$ cat src/rtl/video_stream_monitor_pkg.sv
// Shared definitions for the video stream monitor.
//   - Bit positions of the sticky error vector and its width.
//   - Width of the {dv,hs,vs} sync bundle.
//   - Monitor FSM state encoding.
package video_mon_pkg;

  localparam int ERR_SYNC   = 0;
  localparam int ERR_WIDTH  = 1;
  localparam int ERR_HEIGHT = 2;
  localparam int ERR_LEND   = 3;
  localparam int ERR_PROTO  = 4;
  localparam int ERR_W      = 5;

  localparam int SYNC_W     = 3;

  typedef enum logic [1:0] {
    S_FILL = 2'd0,  // delay line still holds post-reset zeros
    S_SYNC = 2'd1,  // waiting for the first output frame start
    S_RUN  = 2'd2   // frame-aligned, all checks active
  } state_e;

endpackage

$ cat src/rtl/video_stream_monitor_if.sv
// Sync-signal bundle observed around one pixel-pipeline stage.
//   dv_i/hs_i/vs_i : stage input data valid / hsync / vsync
//   dv_o/hs_o/vs_o : stage output data valid / hsync / vsync
//   line_end_o     : stage output line-end strobe
// master drives the bundle (the stage or a stimulus source); slave only
// observes it (the monitor).
interface video_stream_monitor_if;

  logic dv_i;
  logic hs_i;
  logic vs_i;
  logic dv_o;
  logic hs_o;
  logic vs_o;
  logic line_end_o;

  modport master (
    output dv_i, hs_i, vs_i, dv_o, hs_o, vs_o, line_end_o
  );

  modport slave (
    input dv_i, hs_i, vs_i, dv_o, hs_o, vs_o, line_end_o
  );

endinterface

$ cat src/rtl/video_stream_monitor_sync_delay_line.sv
// WIDTH x DEPTH shift register used to align the stage input sync bits
// with the stage output.
//   clk, rst_n : clock, asynchronous active-low reset
//   d_i        : WIDTH-bit sample entering the line
//   q_o        : sample that entered DEPTH cycles earlier (0 after reset)
module sync_delay_line #(
  parameter int WIDTH = 3,
  parameter int DEPTH = 4
) (
  input  logic             clk,
  input  logic             rst_n,
  input  logic [WIDTH-1:0] d_i,
  output logic [WIDTH-1:0] q_o
);

  logic [WIDTH-1:0] stage_q [DEPTH];

  // NOTE: sequential state is written with non-blocking assignments so every
  // stage samples its neighbour's old value and the line really shifts.
  always_ff @(posedge clk or negedge rst_n) begin
    if (!rst_n) begin
      // NOTE: this array is cleared on reset on purpose: the monitor relies
      // on known zeros while the line refills, unlike a data RAM.
      for (int i = 0; i < DEPTH; i++) stage_q[i] <= '0;
    end else begin
      stage_q[0] <= d_i;
      for (int i = 1; i < DEPTH; i++) stage_q[i] <= stage_q[i-1];
    end
  end

  assign q_o = stage_q[DEPTH-1];

endmodule

$ cat src/rtl/video_stream_monitor.sv
// In-line checker for a fixed-latency pixel-pipeline stage.
//   clk, rst_n      : clock, asynchronous active-low reset
//   mon             : observed input/output sync bundle (slave modport)
//   clr_i           : one-cycle pulse clearing the sticky errors
//   err_o           : sticky errors [SYNC, WIDTH, HEIGHT, LEND, PROTO]
//   err_any_o       : OR of err_o, registered alongside it
//   meas_width_o    : dv_o beats of the last completed line
//   meas_height_o   : lines of the last completed frame
//   frame_cnt_o     : vs_o rising edges seen after the fill phase (wraps)
//   frame_ok_o      : pulse after a frame-closing vs_o rise with no error
// All outputs are registered: they react one cycle after the cause.
module video_stream_monitor
  import video_mon_pkg::*;
#(
  parameter int LATENCY  = 4,
  parameter int H_ACTIVE = 1920,
  parameter int V_ACTIVE = 1080,
  parameter int CNT_W    = 12
) (
  input  logic                  clk,
  input  logic                  rst_n,
  video_stream_monitor_if.slave mon,
  input  logic                  clr_i,
  output logic [ERR_W-1:0]      err_o,
  output logic                  err_any_o,
  output logic [CNT_W-1:0]      meas_width_o,
  output logic [CNT_W-1:0]      meas_height_o,
  output logic [CNT_W-1:0]      frame_cnt_o,
  output logic                  frame_ok_o
);

  localparam int FILL_W = $clog2(LATENCY + 1);

  state_e            state_q, state_d;
  logic [FILL_W-1:0] fill_cnt_q, fill_cnt_d;

  logic [SYNC_W-1:0] sync_in, sync_out, sync_dly;
  logic              dv_o_q, vs_o_q;
  logic              dv_fall, vs_rise;
  logic              chk_en, run_en;

  logic [CNT_W-1:0]  pix_cnt_q, pix_cnt_d;
  logic [CNT_W-1:0]  line_cnt_q, line_cnt_d;
  logic [CNT_W-1:0]  meas_width_q, meas_width_d;
  logic [CNT_W-1:0]  meas_height_q, meas_height_d;
  logic [CNT_W-1:0]  frame_cnt_q, frame_cnt_d;

  logic [ERR_W-1:0]  err_ev;
  logic [ERR_W-1:0]  err_q, err_d;
  logic              err_any_q;
  logic              frame_err_q, frame_err_d;
  logic              frame_ok_q, frame_ok_d;

  // Input sync bits delayed by the stage latency for alignment checking.
  assign sync_in  = {mon.dv_i, mon.hs_i, mon.vs_i};
  assign sync_out = {mon.dv_o, mon.hs_o, mon.vs_o};

  sync_delay_line #(
    .WIDTH (SYNC_W),
    .DEPTH (LATENCY)
  ) u_sync_dly (
    .clk   (clk),
    .rst_n (rst_n),
    .d_i   (sync_in),
    .q_o   (sync_dly)
  );

  assign dv_fall = dv_o_q && !mon.dv_o;
  assign vs_rise = mon.vs_o && !vs_o_q;
  assign chk_en  = (state_q != S_FILL);
  assign run_en  = (state_q == S_RUN);

  // FSM: hold off checks until the delay line holds real samples, then
  // wait for a frame start before trusting line/frame counts.
  always_ff @(posedge clk or negedge rst_n) begin
    if (!rst_n) begin
      state_q    <= S_FILL;
      fill_cnt_q <= '0;
    end else begin
      state_q    <= state_d;
      fill_cnt_q <= fill_cnt_d;
    end
  end

  // NOTE: every signal assigned here gets a default first, so no path can
  // leave it unassigned and infer a latch.
  always_comb begin
    state_d    = state_q;
    fill_cnt_d = fill_cnt_q;
    unique case (state_q)
      S_FILL: begin
        if (fill_cnt_q == FILL_W'(LATENCY - 1)) state_d = S_SYNC;
        else fill_cnt_d = fill_cnt_q + FILL_W'(1);
      end
      S_SYNC:  if (vs_rise) state_d = S_RUN;
      S_RUN:   state_d = S_RUN;
      default: state_d = S_FILL;
    endcase
  end

  // Error events of the current cycle.
  always_comb begin
    err_ev = '0;
    if (chk_en) begin
      err_ev[ERR_SYNC]  = (sync_dly != sync_out);
      err_ev[ERR_WIDTH] = dv_fall && (pix_cnt_q != CNT_W'(H_ACTIVE));
      err_ev[ERR_LEND]  = (mon.line_end_o != dv_fall);
      err_ev[ERR_PROTO] = mon.dv_o && (mon.vs_o || mon.hs_o);
    end
    // The first frame start only aligns the line counter, so height is
    // judged only once the monitor has seen a complete frame.
    if (run_en) begin
      err_ev[ERR_HEIGHT] = vs_rise && (line_cnt_q != CNT_W'(V_ACTIVE));
    end
  end

  // Counters, measurements and sticky/frame error bookkeeping.
  always_comb begin
    pix_cnt_d     = pix_cnt_q;
    line_cnt_d    = line_cnt_q;
    meas_width_d  = meas_width_q;
    meas_height_d = meas_height_q;
    frame_cnt_d   = frame_cnt_q;

    if (chk_en) begin
      if (dv_fall) begin
        meas_width_d = pix_cnt_q;
        pix_cnt_d    = '0;
      end else if (mon.dv_o && (pix_cnt_q != '1)) begin
        pix_cnt_d = pix_cnt_q + CNT_W'(1);
      end
      if (vs_rise) frame_cnt_d = frame_cnt_q + CNT_W'(1);
    end

    if (vs_rise && run_en) begin
      meas_height_d = line_cnt_q;
      line_cnt_d    = '0;
    end else if (vs_rise && chk_en) begin
      line_cnt_d = '0;
    end else if (run_en && dv_fall && (line_cnt_q != '1)) begin
      line_cnt_d = line_cnt_q + CNT_W'(1);
    end

    // An event coinciding with clr_i survives the clear.
    err_d = (clr_i ? '0 : err_q) | err_ev;

    // The frame flag covers everything since the previous vs_o rise,
    // including events in the rise cycle itself, and restarts at each rise.
    frame_ok_d  = run_en && vs_rise && !frame_err_q && !(|err_ev);
    frame_err_d = (chk_en && vs_rise) ? 1'b0 : (frame_err_q || (|err_ev));
  end

  always_ff @(posedge clk or negedge rst_n) begin
    if (!rst_n) begin
      dv_o_q        <= 1'b0;
      vs_o_q        <= 1'b0;
      pix_cnt_q     <= '0;
      line_cnt_q    <= '0;
      meas_width_q  <= '0;
      meas_height_q <= '0;
      frame_cnt_q   <= '0;
      err_q         <= '0;
      err_any_q     <= 1'b0;
      frame_err_q   <= 1'b0;
      frame_ok_q    <= 1'b0;
    end else begin
      dv_o_q        <= mon.dv_o;
      vs_o_q        <= mon.vs_o;
      pix_cnt_q     <= pix_cnt_d;
      line_cnt_q    <= line_cnt_d;
      meas_width_q  <= meas_width_d;
      meas_height_q <= meas_height_d;
      frame_cnt_q   <= frame_cnt_d;
      err_q         <= err_d;
      err_any_q     <= |err_d;
      frame_err_q   <= frame_err_d;
      frame_ok_q    <= frame_ok_d;
    end
  end

  assign err_o         = err_q;
  assign err_any_o     = err_any_q;
  assign meas_width_o  = meas_width_q;
  assign meas_height_o = meas_height_q;
  assign frame_cnt_o   = frame_cnt_q;
  assign frame_ok_o    = frame_ok_q;

endmodule

$ cat src/flat_wrapper.sv
// flat-port wrapper written by rule: the top's interface ports become plain ports
module video_stream_monitor_flat import video_mon_pkg::*;
#(
  parameter int LATENCY  = 4,
  parameter int H_ACTIVE = 1920,
  parameter int V_ACTIVE = 1080,
  parameter int CNT_W    = 12
)
  (clk, rst_n, clr_i, err_o, err_any_o, meas_width_o, meas_height_o, frame_cnt_o, frame_ok_o, mon_dv_i, mon_hs_i, mon_vs_i, mon_dv_o, mon_hs_o, mon_vs_o, mon_line_end_o);
  video_stream_monitor_if mon_i ();
  input  logic clk;
  input  logic rst_n;
  input  logic clr_i;
  output logic [ERR_W-1:0] err_o;
  output logic err_any_o;
  output logic [CNT_W-1:0] meas_width_o;
  output logic [CNT_W-1:0] meas_height_o;
  output logic [CNT_W-1:0] frame_cnt_o;
  output logic frame_ok_o;
  input wire logic [$bits(mon_i.dv_i)-1:0] mon_dv_i;
  input wire logic [$bits(mon_i.hs_i)-1:0] mon_hs_i;
  input wire logic [$bits(mon_i.vs_i)-1:0] mon_vs_i;
  input wire logic [$bits(mon_i.dv_o)-1:0] mon_dv_o;
  input wire logic [$bits(mon_i.hs_o)-1:0] mon_hs_o;
  input wire logic [$bits(mon_i.vs_o)-1:0] mon_vs_o;
  input wire logic [$bits(mon_i.line_end_o)-1:0] mon_line_end_o;
  assign mon_i.dv_i = mon_dv_i;
  assign mon_i.hs_i = mon_hs_i;
  assign mon_i.vs_i = mon_vs_i;
  assign mon_i.dv_o = mon_dv_o;
  assign mon_i.hs_o = mon_hs_o;
  assign mon_i.vs_o = mon_vs_o;
  assign mon_i.line_end_o = mon_line_end_o;
  video_stream_monitor #(.LATENCY(LATENCY), .H_ACTIVE(H_ACTIVE), .V_ACTIVE(V_ACTIVE), .CNT_W(CNT_W)) u_core (.clk(clk), .rst_n(rst_n), .mon(mon_i), .clr_i(clr_i), .err_o(err_o), .err_any_o(err_any_o), .meas_width_o(meas_width_o), .meas_height_o(meas_height_o), .frame_cnt_o(frame_cnt_o), .frame_ok_o(frame_ok_o));
endmodule
$ cat config.mk
export PLATFORM = sky130hd
export DESIGN_NAME = video_stream_monitor_flat
export DESIGN_NICKNAME = d
export VERILOG_FILES = /design/src/rtl/video_stream_monitor_pkg.sv /design/src/rtl/video_stream_monitor_if.sv /design/src/rtl/video_stream_monitor_sync_delay_line.sv /design/src/rtl/video_stream_monitor.sv /design/src/flat_wrapper.sv
export SDC_FILE = /design/constraint.sdc
export NUM_CORES = 1
export LEC_CHECK = 0
export CAP_MARGIN = 40
export CORE_UTILIZATION = 50
export DETAILED_ROUTE_END_ITERATION = 10
export GPL_TIMING_DRIVEN = 0
export PLACE_DENSITY = 0.82
export SLEW_MARGIN = 20
export SYNTH_ARGS = -nofsm -noshare
export SYNTH_HDL_FRONTEND = slang
export SYNTH_HIERARCHICAL = 1
export SYNTH_SLANG_ARGS = --single-unit
$ cat constraint.sdc
create_clock -name clk -period 2.6 [get_ports clk]
set_input_delay 0.39 -clock clk [delete_from_list [all_inputs] [get_ports clk]]
set_output_delay 0.39 -clock clk [all_outputs]
set_load 0.005 [all_outputs]
==> impl_metrics.env <==
export IMPL_run_status="finished, final reports clean"
export IMPL_drc=0
export IMPL_core_area_um2=7408
export IMPL_clock_tree_from_tritoncts="built"
export IMPL_initial_utilization=0.5264
export IMPL_synthDominantAreaCellType="dfrtp_1"
export IMPL_holdBufCountCts=0
export IMPL_cts_repair_resize_count=0
export IMPL_finalSetupViolCount=0
export IMPL_placed_cells=515
export IMPL_first_pass_grt_wire_length_mm=13.05
export IMPL_cts_htree_levels=3
export IMPL_total_design_power_mw=3.490
export IMPL_drt_first_iter_violations=149
export IMPL_leakage_nw=2.059
export IMPL_synthCells=363
export IMPL_critical_path_buf_inv_count=3
export IMPL_cp_data_required_time_ns=2.83
export IMPL_grt_total_usage=0.2037
export IMPL_antenna_left=0
export IMPL_path_clk_slew_ns=0.08
export IMPL_placement_cell_area_um2=4569
export IMPL_top_cell_by_count_worst_path="inv_1"
export IMPL_ys_warnings_count=6
export IMPL_num_io_pins=53
export IMPL_synth_fp_nets=384
export IMPL_hold_violations=0
export IMPL_yosysUniqueCellTypes=53
export IMPL_final_area_um2=4741
export IMPL_timing_critical_path_cells="inv_1, ha_1, buf_2, inv_1, o31ai_1, o21ai_0, or4_1"
export IMPL_post_layout_nonfiller_instances=530
export IMPL_postSynth_asyncResetShare=1.000
export IMPL_synth_most_common_cell="dfrtp_1"
export IMPL_synth_seq_area_share=0.5582
export IMPL_fmaxAchievable_ghz=0.4630
export IMPL_criticalPathCategory="register to register"
export IMPL_yosysTopAreaCellShare=0.5582
export IMPL_pin_count_of_the_biggest_net_entering_global_routing=46
export IMPL_max_slew_margin=0.5687
export IMPL_rsz0062_at_grt="no"
export IMPL_std_cell_rows=31
export IMPL_power_density_cell_area_nw_per_um2=736.2
export IMPL_critPathLaunchType="register"
export IMPL_synth_edff_count=0
export IMPL_port_buffers=52
export IMPL_antenna_diode_count=0
export IMPL_detailroute_via_count=2941
export IMPL_chipHeight_um=90.32
export IMPL_hold_path_class="input pin to async pin"
export IMPL_clk_insertion_delay_late_ns=0.35
export IMPL_ir_drop_v=0.0005635
export IMPL_postSynthRegisterBits=87
export IMPL_avgRoutedWirePerCell_um=14.77
export IMPL_critical_path_arrival_ns=2.39
export IMPL_max_clock_path_buffers=2
export IMPL_cp_end_kind="register"
export IMPL_synth_area_um2=3900
export IMPL_cts_setup_buffers=0
export IMPL_via_count_of_the_first_global_routing_pass=2738
export IMPL_worst_path_largest_cell_delay_ns=0.52
export IMPL_gpl_final_weighted_congestion=0.8831
export IMPL_postSynthAreaPerCell_um2=10.74
export IMPL_cp_slowest_cell="or4_1"
export IMPL_nNetsFinal=448
export IMPL_final_setup_skew_ns=0.006922
export IMPL_numCtsBuffers=9
export IMPL_num_fill_cells=583
export IMPL_drv_slew=0
export IMPL_yosys_most_used_dff="dfrtp_1"
export IMPL_synth_top_cells_by_area="dfrtp_1 56%, nand2_1 5.6%, ha_1 3.5%, o21ai_0 2.7%, xnor2_1 2.7%"
export IMPL_crit_path_leading_delay_family="buffers and inverters"
export IMPL_grt_ovfl_total=0
export IMPL_design_die_area_um2=8157
export IMPL_dr_pass1_iters=4
export IMPL_clock_root_buffer="clkbuf_8"
export IMPL_yosys_top_cells_count="87 x dfrtp_1, 58 x nand2_1, 21 x o21ai_0"
export IMPL_max_cap_violations=0
export IMPL_min_period_ns=2.160
export IMPL_proportion_of_layout_cells_with_a_drive_suffix_above_1=0.09281
export IMPL_number_of_antenna_violations_at_the_first_check_in_global_routing=0
export IMPL_die_w_um=90.32
export IMPL_area_growth_synth_to_final_pct=21.56
export IMPL_detail_route_wirelength_mm=7.828
export IMPL_timing_setup_tns_ns=0
export IMPL_timing_final_crit_share=0.8308
export IMPL_dp_hpwl_mm=5.546
export IMPL_route_detailed_vias_per_inst=5.549
export IMPL_tightest_slew_ns=0.6415
export IMPL_worst_path_max_fanout=10
export IMPL_whs_ns=0.02106
export IMPL_cts_num_sinks=87
-- cell type report --
type / instances / area [um^2] / share of cell area
clock inverters: 5 / 33.78 / 0.007126
multi-input cells: 243 / 1583 / 0.3339
well taps: 99 / 123.9 / 0.02613
flip-flops and latches: 87 / 2177 / 0.4592
inverters: 19 / 71.32 / 0.01504
repair buffers: 53 / 545.5 / 0.1151
clock buffers: 10 / 137.6 / 0.02903
plain buffers: 14 / 68.82 / 0.01452
-- sequential cells by signal (all words and copies together), names as in the netlist --
signal	flops
u_core/vs_o_q	1
u_core/frame_cnt_o	12
u_core/meas_height_o	12
u_core/u_sync_dly/q_o	3
u_core/line_cnt_q	12
u_core/dv_o_q	1
u_core/u_sync_dly/stage_q	9
u_core/frame_err_q	1
u_core/err_any_o	1
u_core/pix_cnt_q	12
u_core/state_q	2
u_core/meas_width_o	12
u_core/fill_cnt_q	3
u_core/err_o	5
u_core/frame_ok_o	1
-- worst reg2reg max path, delay by kind of cell, from the launching register on --
kind | cells | cell delay, ns
compound gates | 2 | 0.34
fa+ha+maj | 1 | 0.22
buf+inv | 3 | 0.58
flops | 1 | 0.38
simple gates | 1 | 0.52
-- through the flow --
stage / setup slack [ns] / util
floorplan: 0.6977 / -
global placement: -1.879 / 0.6134
detailed placement: 0.2267 / 0.6168
CTS: 0.4464 / 0.6399
global route: 0.2952 / 0.6399
finish: 0.4400 / 0.6399
-- kinds of logic after synthesis --
kind of cell,Yosys count,share of synthesized area
and+or+nand+nor,138,0.1832
DFF,87,0.5582
adders and majority gates,11,0.03529
buffers and inverters,33,0.03593
xor gates and xnor gates,18,0.04042
muxes,12,0.03369
AOI/OAI and AO/OA,64,0.1133
-- path summary, 6_finish.rpt --
kind | endpoint | slack, ns | cells past startpoint | from
max in group asynchronous | u_core/meas_width_o[9] | 1.97 | 2 | rst_n
worst min register to register | u_core/u_sync_dly/q_o[0] | 0.35 | 0 | u_core/u_sync_dly/stage_q[3]
worst max register to register | u_core/err_any_o | 0.44 | 7 | u_core/state_q[0]
min in group clk | u_core/u_sync_dly/q_o[0] | 0.35 | 0 | u_core/u_sync_dly/stage_q[3]
worst max-delay path | u_core/err_any_o | 0.44 | 7 | u_core/state_q[0]
worst min-delay path | u_core/line_cnt_q[0] | 0.02 | 1 | rst_n
-- layer usage --
| metal | wire length (um) | vias to the layer above | global-route usage |
|---|---|---|---|
| met1 | 3395 | 1441 | 0.2534 |
| met2 | 4001 | 74 | 0.3454 |
| met5 | 0 | - | 0 |
| met4 | 100 | 0 | 0.06855 |
| li1 | - | 1415 | - |
| met3 | 330 | 11 | 0.05303 |
-- placed cells by master, fill, tap and decap left out, types with 11 or more instances in the layout --
cell type,synthesis,routed
dfrtp_1,87,87
nand2_1,58,58
clkdlybuf4s50_1,0,51
o21ai_0,21,21
inv_1,19,19
nand3_1,12,12
xnor2_1,12,12
nor2_1,11,11
ha_1,11,11
-- where the power goes --
group / switching [mW] / internal, mW
clock: 0.457 / 0.367
combinational: 0.491 / 0.472
sequential: 0.160 / 1.54
total: 1.11 / 2.38
Power figures use the tool's default switching activity.
